$ cat src/rtl/eu_pkg.sv
// eu_pkg -- shared encodings for the eu_gen2 execution unit.  rev 1.0
`default_nettype none

package eu_pkg;

  localparam logic [1:0] MODE_IMM = 2'b00;
  localparam logic [1:0] MODE_REG = 2'b01;
  localparam logic [1:0] MODE_CMP = 2'b10;
  localparam logic [1:0] MODE_ILL = 2'b11;

  localparam logic [1:0] SEL_A  = 2'b00;
  localparam logic [1:0] SEL_B  = 2'b01;
  localparam logic [1:0] SEL_WR = 2'b10;

  localparam logic [2:0] OP_ADD  = 3'b000;
  localparam logic [2:0] OP_SUB  = 3'b001;
  localparam logic [2:0] OP_AND  = 3'b010;
  localparam logic [2:0] OP_OR   = 3'b011;
  localparam logic [2:0] OP_XOR  = 3'b100;
  localparam logic [2:0] OP_SHL1 = 3'b101;
  localparam logic [2:0] OP_SHR1 = 3'b110;
  localparam logic [2:0] OP_PASS = 3'b111;

  typedef enum logic [2:0] {
    S_IDLE    = 3'd0,
    S_FETCH_A = 3'd1,
    S_FETCH_B = 3'd2,
    S_EXEC    = 3'd3,
    S_WRITE   = 3'd4,
    S_DONE    = 3'd5,
    S_ERR     = 3'd6
  } state_t;

endpackage

`default_nettype wire

$ cat src/rtl/eu_alu_p.sv
// eu_alu_p -- combinational ALU; cout is carry, borrow or the shifted-out bit.  rev 1.0
`default_nettype none

module eu_alu_p #(
  parameter int W = 16
) (
  input  logic [W-1:0] a,
  input  logic [W-1:0] b,
  input  logic [2:0]   op,
  output logic [W-1:0] res,
  output logic         cout
);
  import eu_pkg::*;

  logic [W:0] sum;
  logic [W:0] diff;

  // Extra top bit holds carry-out for ADD and borrow (a < b) for SUB.
  assign sum  = {1'b0, a} + {1'b0, b};
  assign diff = {1'b0, a} - {1'b0, b};

  always_comb begin
    res  = '0;
    cout = 1'b0;
    case (op)
      OP_ADD:  begin res = sum[W-1:0];  cout = sum[W];  end
      OP_SUB:  begin res = diff[W-1:0]; cout = diff[W]; end
      OP_AND:  res = a & b;
      OP_OR:   res = a | b;
      OP_XOR:  res = a ^ b;
      OP_SHL1: begin res = {a[W-2:0], 1'b0}; cout = a[W-1]; end
      OP_SHR1: begin res = {1'b0, a[W-1:1]}; cout = a[0];   end
      default: res = b;
    endcase
  end

endmodule

`default_nettype wire

$ cat src/rtl/eu_gen2.sv
// eu_gen2 -- execution unit: BIU operand fetch, ALU exec, write-back.  rev 1.0
// Optional BIU wait timeout is enabled by defining EU_TIMEOUT_EN.
`default_nettype none

module eu_gen2 #(
  parameter int W           = 16,
  parameter int IR_W        = 32,
  parameter int IMM_W       = 16,
  parameter int OPC_LSB     = 16,
  parameter int TIMEOUT_CYC = 16
) (
  input  logic            clk,
  input  logic            rst_n,
  input  logic            start,
  input  logic [1:0]      mode,
  input  logic [IR_W-1:0] ir,
  output logic            busy,
  output logic            done,
  output logic            err,
  output logic [2:0]      flags,
  output logic            biu_req,
  output logic [1:0]      biu_sel,
  input  logic            biu_ack,
  input  logic [W-1:0]    bus_in,
  output logic [W-1:0]    bus_out,
  output logic            bus_oe
);
  import eu_pkg::*;

  state_t         state, state_next;
  logic [1:0]     mode_q;
  logic [2:0]     op_q;
  logic [W-1:0]   a_q, b_q;
  logic [W-1:0]   imm_ext;
  logic [2:0]     alu_op;
  logic [W-1:0]   alu_res;
  logic           alu_cout;
  logic           timeout;
  logic           unused_ir;

  assign unused_ir = ^ir;

  always_comb begin
    imm_ext              = {W{ir[IMM_W-1]}};
    imm_ext[IMM_W-1:0]   = ir[IMM_W-1:0];
  end

  assign alu_op = (mode_q == MODE_CMP) ? OP_SUB : op_q;

  eu_alu_p #(.W(W)) u_alu (
    .a    (a_q),
    .b    (b_q),
    .op   (alu_op),
    .res  (alu_res),
    .cout (alu_cout)
  );

`ifdef EU_TIMEOUT_EN
  localparam int TW = $clog2(TIMEOUT_CYC + 1);
  logic [TW-1:0] wait_cnt;
  logic          req_state;

  assign req_state = (state == S_FETCH_A) || (state == S_FETCH_B) || (state == S_WRITE);
  assign timeout   = req_state && !biu_ack && (wait_cnt == TW'(TIMEOUT_CYC - 1));

  // Any state change restarts the count, so each request state gets a fresh budget.
  always_ff @(posedge clk) begin
    if (!rst_n || (state != state_next)) wait_cnt <= '0;
    else if (req_state)                  wait_cnt <= wait_cnt + TW'(1);
  end
`else
  logic unused_timeout_cfg;
  assign unused_timeout_cfg = (TIMEOUT_CYC != 0);
  assign timeout            = 1'b0;
`endif

  always_ff @(posedge clk) begin
    if (!rst_n) state <= S_IDLE;
    else        state <= state_next;
  end

  always_comb begin
    state_next = state;
    busy       = 1'b1;
    done       = 1'b0;
    err        = 1'b0;
    biu_req    = 1'b0;
    biu_sel    = SEL_A;
    bus_oe     = 1'b0;
    case (state)
      S_IDLE: begin
        busy = 1'b0;
        if (start) state_next = (mode == MODE_ILL) ? S_ERR : S_FETCH_A;
      end
      S_FETCH_A: begin
        biu_req = 1'b1;
        biu_sel = SEL_A;
        if (biu_ack)      state_next = (mode_q == MODE_REG) ? S_FETCH_B : S_EXEC;
        else if (timeout) state_next = S_ERR;
      end
      S_FETCH_B: begin
        biu_req = 1'b1;
        biu_sel = SEL_B;
        if (biu_ack)      state_next = S_EXEC;
        else if (timeout) state_next = S_ERR;
      end
      S_EXEC: state_next = (mode_q == MODE_CMP) ? S_DONE : S_WRITE;
      S_WRITE: begin
        biu_req = 1'b1;
        biu_sel = SEL_WR;
        bus_oe  = 1'b1;
        if (biu_ack)      state_next = S_DONE;
        else if (timeout) state_next = S_ERR;
      end
      S_DONE: begin
        done       = 1'b1;
        state_next = S_IDLE;
      end
      S_ERR: begin
        done       = 1'b1;
        err        = 1'b1;
        state_next = S_IDLE;
      end
      default: state_next = S_IDLE;
    endcase
  end

  // Imm and compare modes take B from the immediate at launch; reg mode overwrites it in FETCH_B.
  always_ff @(posedge clk) begin
    if (!rst_n) begin
      mode_q  <= MODE_IMM;
      op_q    <= OP_ADD;
      a_q     <= '0;
      b_q     <= '0;
      flags   <= 3'b000;
      bus_out <= '0;
    end else begin
      if ((state == S_IDLE) && start && (mode != MODE_ILL)) begin
        mode_q <= mode;
        op_q   <= ir[OPC_LSB +: 3];
        b_q    <= imm_ext;
      end
      if ((state == S_FETCH_A) && biu_ack) a_q <= bus_in;
      if ((state == S_FETCH_B) && biu_ack) b_q <= bus_in;
      if (state == S_EXEC) begin
        flags <= {alu_res[W-1], alu_cout, (alu_res == '0)};
        if (mode_q != MODE_CMP) bus_out <= alu_res;
      end
    end
  end

endmodule

`default_nettype wire
$ cat config.mk
export PLATFORM = sky130hd
export DESIGN_NAME = eu_gen2
export DESIGN_NICKNAME = d
export VERILOG_FILES = /design/src/rtl/eu_pkg.sv /design/src/rtl/eu_alu_p.sv /design/src/rtl/eu_gen2.sv
export SDC_FILE = /design/constraint.sdc
export NUM_CORES = 1
export LEC_CHECK = 0
export CORE_UTILIZATION = 60
export DETAILED_ROUTE_END_ITERATION = 7
export GPL_ROUTABILITY_DRIVEN = 0
export PLACE_DENSITY = 0.87
export SLEW_MARGIN = 10
export SYNTH_ARGS = -nofsm -noshare
export SYNTH_HDL_FRONTEND = slang
export SYNTH_HIERARCHICAL = 1
export SYNTH_SLANG_ARGS = --single-unit
$ cat constraint.sdc
create_clock -name clk -period 7.7 [get_ports clk]
set_input_delay 1.54 -clock clk [delete_from_list [all_inputs] [get_ports clk]]
set_output_delay 1.54 -clock clk [all_outputs]
set_load 0.1 [all_outputs]
Word level (Yosys, flattened, before mapping)
Index checks and enable logic that the tools add are counted.
{"block": "totals", "regBits": 59, "inputBits": 54, "out_inout_bits": 26, "wordCells": 64}
{"block": "op_classes", "n_addsub": 2, "n_eq_ne": 21, "n_mux": 19, "n_bitwise": 3, "n_reduce_logical": 12}
{"cell": "case mux 16 bit (7 select lines)", "n": 1}
{"cell": "two-way mux 16 bit", "n": 2}
{"cell": "equality test 3 bit (second input constant)", "n": 6}
{"cell": "two-way mux 3 bit", "n": 6}
{"cell": "adder 16 x 16 -> 17 bit", "n": 1}
{"cell": "subtractor 16 x 16 -> 17 bit", "n": 1}
{"cell": "bitwise AND 16 bit", "n": 1}
{"cell": "logical NOT 16 bit", "n": 1}
{"cell": "OR 16 bit", "n": 1}
{"cell": "bitwise XOR 16 bit", "n": 1}
{"cell": "case mux 3 bit (5 select lines)", "n": 1}
{"cell": "equality test 3 x 2 -> 1 bit (second input constant)", "n": 4}
{"cell": "inequality test 2 bit (second input constant)", "n": 6}
{"cell": "two-way mux 1 bit", "n": 7}
{"cell": "equality test 3 x 1 -> 1 bit (second input constant)", "n": 2}
{"cell": "logical NOT 3 bit", "n": 2}
{"cell": "equality test 2 bit (second input constant)", "n": 2}
{"cell": "logical AND 1 bit", "n": 4}
{"cell": "case mux 1 bit (4 select lines)", "n": 1}
{"cell": "case mux 2 bit (2 select lines)", "n": 1}
{"cell": "AND reduction 4 bit", "n": 1}
{"cell": "OR reduction 3 bit", "n": 1}
{"cell": "equality test 2 x 1 -> 1 bit (second input constant)", "n": 1}
{"cell": "AND reduction 2 bit", "n": 1}
{"cell": "other kinds (2)", "n": 2}

Longest topological paths before layout
Gate-level depths: netlist of run 1.
{"block": "logic_depth", "word_depth": 5, "ltp_mapped": 15, "mapped_depth_nobuf": 14}

Hierarchy
The synthesis of run 1 kept the hierarchy.
{"mod": "eu_alu_p", "n_inst": 1, "cells_per_inst": 442, "area_each_um2": 2996.6, "seq_area_each_um2": 0.0}
{"mod": "eu_gen2", "n_inst": 1, "cells_per_inst": 313, "area_each_um2": 2557.5, "seq_area_each_um2": 1181.1}

Worst setup path after synthesis of run 1
Ideal clock, no wire load.
{"block": "synth_timing", "kind": "register -> output", "startpoint": "reg state[0]", "endpoint": "out biu_sel[0]", "t_arrival_ps": 1760, "required_time_ps": 6160, "setup_slack_ps": 4400, "stages_incl_launch_ff": 3, "n_path_buf": 1, "cell_sequence": "dfxtp_1 > buf_4 > nor3b_2"}
{"block": "synth_via", "elab_chain_cells": 2, "word_cells_on_any_way": 3, "cone_classes": "2 x eq/ne; 1 x mux"}
{"item": "start, declared", "line": "eu_gen2.sv:30", "text": "state_t state, state_next;"}
{"item": "start signal, assigned", "line": "eu_gen2.sv:79", "text": "else state <= state_next;"}
{"item": "equality test 3 bit / equality test 3 x 2 -> 1 bit (equally long branches)", "line": "eu_gen2.sv:90", "text": "case (state)"}
{"item": "case mux 2 bit (2 select lines) *", "line": "eu_gen2.sv:90"}
{"item": "end, declared", "line": "eu_gen2.sv:22", "text": "output logic [1:0] biu_sel,"}
Mark *: on every way between the ends. The rest lies on a longest branch, timed or not.

Worst setup path after layout of run 1
{"block": "layout_timing", "startpoint": "reg state[2]", "endpoint": "out bus_oe"}
{"block": "layout_via", "elab_chain_cells": 2}
{"item": "equality test 3 bit", "line": "eu_gen2.sv:90"}
{"item": "two-way mux 1 bit", "line": "eu_gen2.sv:90"}
{"item": "end, declared", "line": "eu_gen2.sv:26", "text": "output logic bus_oe"}
No other way between the ends.

==> results_dict.tcl, run 1 <==
set metrics [dict create \
    run_status "completed" \
    cts_made_buffers 9 \
    cts_hold_buffers 0 \
    yosysWarnings 6 \
    io_buffer_count 66 \
    synth_nets 860 \
    tightestPinTransition_ns 0.9891 \
    yosys.area.top_type "sky130_fd_sc_hd__dfxtp_1" \
    worst_setup_hold_path_clk_slew_ns 0.07 \
    antenna_found_initial 0 \
    vias_per_cell 6.470 \
    end_kind "output pin" \
    synth_cell_types 81 \
    synth_fa_ha_area_frac 0.1176 \
    synth_xor_area_frac 0.01577 \
    timing.critical_path.to "bus_oe" \
    drt_pass1_iterations 5 \
    area_of_the_core_region_um2 8848 \
    first_global_vias 5247 \
    fin_crit_ns 4.198 \
    dieArea_um2 9645 \
    min_path_type "reg -> reg" \
    worst_r2r_path_depth 12 \
    cts.sinks 59 \
    finalHoldViolations 0 \
    sw_frac_of_total 0.5219 \
    cellPowerDensity_nw_per_um2 315.3 \
    post-synth-top-count-cell "sky130_fd_sc_hd__nand2_1" \
    critical_path_launch_point_type "register" \
    dpl.hpwl_um 11320 \
    grt_pass1_wl_um 25750 \
    yosys_register_bits 59 \
    vias 5797 \
    post_synth_mux_area_share 0.04573 \
    final.setup.worst_slack_ns 3.502 \
    critical_path.max_fanout 17 \
    synth_top_cells_by_count "sky130_fd_sc_hd__nand2_1, sky130_fd_sc_hd__dfxtp_1, sky130_fd_sc_hd__inv_1" \
    floorplan.rows 34 \
    avgRoutedWirePerCell_um 17.75 \
    top_level_ports 80 \
    worst_ep_required_time_ns 6.16 \
    drt_wl_total_um 15910 \
    clock_tree.buffer_depth 2 \
    post-place-ws_ns 3.873 \
    report.final.setup_viol 0 \
    worst_ir_drop_vdd_mv 0.4199 \
    cp_launch_point "state[2]" \
    fp.dieH_um 98.21 \
    synth.top_cell.area_share 0.2127 \
    power.combinational.fraction 0.636 \
    area_growth_syn_to_layout_pct 13.13 \
    number_of_h_tree_branching_levels 3 \
    r2r-start "mode_q[0]" \
    path_class "reg -> out" \
    synth-simple-area-share 0.2104 \
    post_cts.resized_instances 0 \
    fin_crit_sh 0.5452 \
    arrival_ns 2.66 \
    edff_count_synth 0 \
    internal_power_mw 0.9471 \
    fraction_of_final_layout_cells_with_drive_strength_greater_than_1 0.06472 \
    nets 888 \
    fp.dieW_um 98.21 \
    worstSkewPairLatency_ns 0.35 \
    initial_utilization 0.6277 \
    detail_route.drc_violations 0 \
    placed_area_um2 6091 \
    synth_top_family_by_area "compound AO/OA/AOI/OAI gates" \
    max_clock_freq_ghz 0.2382 \
    slew_headroom 0.3392 \
    syn-cell-area_um2 5554 \
    worst-r2r-setup-slack_ns 3.79 \
    tns_ns 0 \
    cts_post_setup_buffers_inserted 0 \
    drt_iter0_markers 648 \
    design_area_um2 6284 \
    syn_area_per_cell_um2 7.356 \
    async_flop_share 0 \
    route.antenna.remaining_nets 0 \
    grt.total_usage 0.3282 \
    final_util 0.7101 \
    cellLeakagePower_nw 2.420 \
    synth_flop_cell "sky130_fd_sc_hd__dfxtp_1" \
    fin_max_slew_vios 0 \
    synth_compound_area_frac 0.3037 \
    pwr-share-clk 0.141 \
    power_switching_mw 1.034 \
    finalClockSkew_ns 0.01032 \
    cts_tree "done" \
    sequential_fraction_of_the_synthesis_area 0.2127 \
    critical_path.reg2reg.endpoint "flags[0]" \
    unrepaired_setup_endpoints_after_global_routing "false" \
    overflow 0 \
    synthesis.instances 755 \
    drv.max_cap_violation_count 0 \
    grt_max_degree 61 \
    ys_top_cells_by_area "sky130_fd_sc_hd__dfxtp_1, sky130_fd_sc_hd__ha_1, sky130_fd_sc_hd__nand2_1, sky130_fd_sc_hd__a21oi_1, sky130_fd_sc_hd__a21boi_0" \
    reg_power_frac 0.224 \
    clock_tree.root_cell "sky130_fd_sc_hd__clkbuf_8" \
    insertedDiodeCount 0 \
]
how the worst min path moves through the flow:
stage / from / end / slack, ns / cells after the start
after floorplan: op_q[0] / op_q[0] / 0.44 / 2
after global placement: bus_out[11] / bus_out[11] / 0.45 / 2
after CTS: bus_out[11] / bus_out[11] / 0.46 / 2
after detailed placement: bus_out[11] / bus_out[11] / 0.45 / 2
final: bus_out[11] / bus_out[11] / 0.46 / 2
after global routing: bus_out[6] / bus_out[6] / 0.49 / 2
flip-flops by register name (all words and copies together), names as in the netlist:
name / count
state: 3
flags: 3
b_q: 16
bus_out: 16
a_q: 16
op_q: 3
mode_q: 2
power groups by stage:
stage          Clock [mW]  Sequential (mW)  Combinational [mW]
6_report            0.278            0.443                1.26
5_1_grt             0.294            0.452                1.35
4_1_cts             0.280            0.440                1.23
3_5_place_dp            0            0.447                1.22
3_3_place_gp            0            0.441                1.18
2_1_floorplan           0            0.458               0.951
metal layers:
metal | GRT usage | up-vias | part of all wire
li1 | - | 2703 | -
met3 | 0.06729 | 53 | 0.10
met1 | 0.4402 | 2674 | 0.42
met2 | 0.5173 | 367 | 0.45
met5 | 0 | - | 0
met4 | 0.1286 | 0 | 0.026
layout by cell type (no fill, tap or decap), types with 8 or more instances in the layout:
| cell type | instances |
|---|---|
| sky130_fd_sc_hd__clkdlybuf4s50_1 | 66 |
| sky130_fd_sc_hd__clkbuf_8 | 9 |
| sky130_fd_sc_hd__mux2i_1 | 13 |
| sky130_fd_sc_hd__a31oi_1 | 21 |
| sky130_fd_sc_hd__nand2_1 | 146 |
| sky130_fd_sc_hd__nor3_1 | 9 |
| sky130_fd_sc_hd__nor2_1 | 40 |
| sky130_fd_sc_hd__inv_1 | 56 |
| sky130_fd_sc_hd__a211oi_1 | 8 |
| sky130_fd_sc_hd__a21boi_0 | 31 |
| sky130_fd_sc_hd__dfxtp_1 | 59 |
| sky130_fd_sc_hd__a21oi_1 | 54 |
| sky130_fd_sc_hd__ha_1 | 49 |
| sky130_fd_sc_hd__nand3_1 | 8 |
| sky130_fd_sc_hd__o21ai_0 | 42 |
| sky130_fd_sc_hd__nor2b_1 | 9 |
layout make-up:
class / count / area, um2
fill: 697 / 2565
clock inverter: 7 / 68.82
sequential: 59 / 1181
inverter: 58 / 217.7
multi-input combinational: 584 / 3859
clock buffer: 9 / 123.9
timing repair buffer: 71 / 698.2
tap: 108 / 135.1
worst max-delay path, cell delays in order, from the launching register on:
cell and delay (ns):
sky130_fd_sc_hd__dfxtp_1 0.67, sky130_fd_sc_hd__or3b_4 0.46, sky130_fd_sc_hd__inv_1 0.07, sky130_fd_sc_hd__clkdlybuf4s50_1 1.12
kinds of logic after synthesis:
group / after synthesis
and+or+nand+nor: 255
adders and majority gates: 51
buffers and inverters: 112
muxes: 22
DFF: 59
AOI/OAI and AO/OA: 246
xor gates and xnor gates: 10
through the flow:
step	std cells	total power [mW]	hold slack, ns
2_1_floorplan	755	1.409	0.4383
3_3_place_gp	880	1.623	0.4451
4_1_cts	896	1.947	0.4614
3_5_place_dp	880	1.666	0.4512
5_1_grt	896	2.094	0.4889
6_report	896	1.981	0.4577
No activity file was read; power rests on OpenSTA's default activity.
==> run 2: changes to the inputs <==
--- a/config.mk
+++ b/config.mk
@@ -5,10 +5,10 @@
 export SDC_FILE = /design/constraint.sdc
 export NUM_CORES = 1
 export LEC_CHECK = 0
-export CORE_UTILIZATION = 60
+export CORE_UTILIZATION = 56
 export DETAILED_ROUTE_END_ITERATION = 7
 export GPL_ROUTABILITY_DRIVEN = 0
-export PLACE_DENSITY = 0.87
+export PLACE_DENSITY = 0.82
 export SLEW_MARGIN = 10
 export SYNTH_ARGS = -nofsm -noshare
 export SYNTH_HDL_FRONTEND = slang
==> constraint.sdc (replaced) <==
create_clock -name clk -period 3.92 [get_ports clk]
set_input_delay 0.784 -clock clk [delete_from_list [all_inputs] [get_ports clk]]
set_output_delay 0.784 -clock clk [all_outputs]
set_load 0.1 [all_outputs]
==> results_dict.tcl, run 2 (same netlist as run 1, synthesis figures left out) <==
set metrics [dict create \
    internal_power_mw 1.868 \
    min_path_type "reg -> reg" \
    fin_crit_ns 3.554 \
    antenna_found_initial 0 \
    hold_slack_ns 0.4591 \
    cts_tree "done" \
    detail_route.drc_violations 0 \
    timing.critical_path.max_delay_family "compound AO/OA/AOI/OAI gates" \
    cp_num_buf_inv 1 \
    sw_frac_of_total 0.5239 \
    number_of_h_tree_branching_levels 3 \
    finalHoldViolations 0 \
    grt_pass1_wl_um 25610 \
    area_growth_syn_to_layout_pct 13.92 \
    area_of_the_core_region_um2 9415 \
    run_status "completed" \
    drt_wl_total_um 15760 \
    nets 891 \
    top_level_ports 80 \
    power.total_mw 3.922 \
    hold_path_depth 2 \
    post_cts.resized_instances 0 \
    vias 5695 \
    dieArea_um2 10320 \
    placed_area_um2 6122 \
    end_kind "register" \
    layout_common_cells "sky130_fd_sc_hd__nand2_1, sky130_fd_sc_hd__dfxtp_1, sky130_fd_sc_hd__clkdlybuf4s50_1" \
    cp_launch_point "a_q[4]" \
    timing.critical_path.slowest_stage_cell "sky130_fd_sc_hd__ha_1" \
    path_class "reg -> reg" \
    unrepaired_setup_endpoints_after_global_routing "false" \
    worstSkewPairLatency_ns 0.36 \
    first_global_vias 5295 \
    num-fill-cells 777 \
    top_regs "a_q x16, b_q x16, bus_out x16" \
    report.final.setup_viol 0 \
    worst_r2r_path_depth 13 \
    most_used_routing_layer "met2" \
    max_clock_freq_ghz 0.2814 \
    slew_headroom 0.2223 \
    floorplan.rows 35 \
    clock_tree.root_cell "sky130_fd_sc_hd__clkbuf_8" \
    fraction_of_final_layout_cells_with_drive_strength_greater_than_1 0.07712 \
    cts_post_setup_buffers_inserted 0 \
    dpl.hpwl_um 11830 \
    cellPowerDensity_nw_per_um2 619.9 \
    route.antenna.remaining_nets 0 \
    fin_max_slew_vios 0 \
    grt.total_usage 0.3137 \
    cts_hold_buffers 0 \
    tns_ns 0 \
    fin_crit_sh 0.9067 \
    vias_per_cell 6.190 \
    cts.sinks 59 \
    arrival_ns 3.86 \
    worst_setup_hold_path_clk_slew_ns 0.09 \
    critical_path_launch_point_type "register" \
    power.combinational.fraction 0.624 \
    drt_iter0_markers 498 \
    drv.max_cap_violation_count 0 \
    avgRoutedWirePerCell_um 17.13 \
    critical_path.max_fanout 10 \
    worst_ep_required_time_ns 4.22 \
    timing.hold.worst_endpoint "bus_out[11]" \
    reg_power_frac 0.225 \
    place.detailed.instances 904 \
    finalClockSkew_ns 0.02171 \
    worst_min_delay_path_startpoint "bus_out[11]" \
    worst_ir_drop_vdd_mv 0.7573 \
    drt_pass1_iterations 6 \
    initial_utilization 0.5899 \
    final_util 0.6720 \
    critical_path.reg2reg.endpoint "flags[0]" \
    clock_tree.buffer_depth 2 \
    tightestPinTransition_ns 1.163 \
    mostFrequentLayoutCell "sky130_fd_sc_hd__nand2_1" \
    grt_util_met3 0.06349 \
    gr-usage-met2 0.4948 \
    fp.dieH_um 101.6 \
    max_stage_delay_ns 0.48 \
    design_area_um2 6327 \
    r2r-start "a_q[4]" \
    post-place-ws_ns 0.4777 \
    pwr-share-clk 0.151 \
    io_buffer_count 66 \
    final.setup.worst_slack_ns 0.3658 \
    cellLeakagePower_nw 2.454 \
    worst-r2r-setup-slack_ns 0.37 \
    power_switching_mw 2.055 \
    grt_max_degree 43 \
    overflow 0 \
    stdcell_count 920 \
    gr-usage-met1 0.4106 \
    fp.dieW_um 101.6 \
    insertedDiodeCount 0 \
    cp_cell_sequence "inv_1 > ha_1 > nor2_1 > a211oi_1 > o2111ai_1 > a41oi_1 > mux2i_1 > a21oi_1 > o22a_1 > nor4_1 > nand4_1 > o21ai_0 > and2_1" \
    cts_made_buffers 9 \
]
[run 2: cell type report]
class / instances / area [um2] / area share
Multi-Input combinational cell: 584 / 3859 / 0.6098
Sequential cell: 59 / 1181 / 0.1867
Clock inverter: 7 / 81.33 / 0.01285
Inverter: 58 / 217.7 / 0.03441
Tap cell: 129 / 161.4 / 0.02551
Timing Repair Buffer: 74 / 703.2 / 0.1111
Clock buffer: 9 / 123.9 / 0.01958
[run 2: metal layers]
layer | up-vias | routed length, um | share of wire
met5 | - | 0 | 0
met4 | 0 | 597 | 0.038
met3 | 46 | 1558 | 0.099
met2 | 328 | 6972 | 0.44
met1 | 2613 | 6631 | 0.42
li1 | 2708 | - | -
[run 2: worst max-delay path by stage]
stage | endpoint | slack [ns] | depth (start not counted)
detailed placement | flags[0] | 0.48 | 13
floorplan | flags[0] | 1.10 | 14
finish | flags[0] | 0.37 | 13
global route | flags[0] | 0.12 | 13
CTS | flags[0] | 0.47 | 13
global placement | flags[0] | 0.57 | 13
[run 2: worst min-delay path: cells and delay by family (launching register included)]
kind | cells | cell delay [ns]
AO/OA/AOI/OAI | 1 | 0.05
AND/OR/NAND/NOR | 1 | 0.05
flip-flops | 1 | 0.32
[run 2: power groups by stage]
| stage | Combinational, mW | Sequential [mW] | Clock [mW] |
|---|---|---|---|
| floorplan | 1.87 | 0.899 | 0 |
| CTS | 2.40 | 0.874 | 0.593 |
| detailed placement | 2.38 | 0.887 | 0 |
| global placement | 2.32 | 0.875 | 0 |
| finish | 2.45 | 0.884 | 0.591 |
| global route | 2.63 | 0.901 | 0.622 |
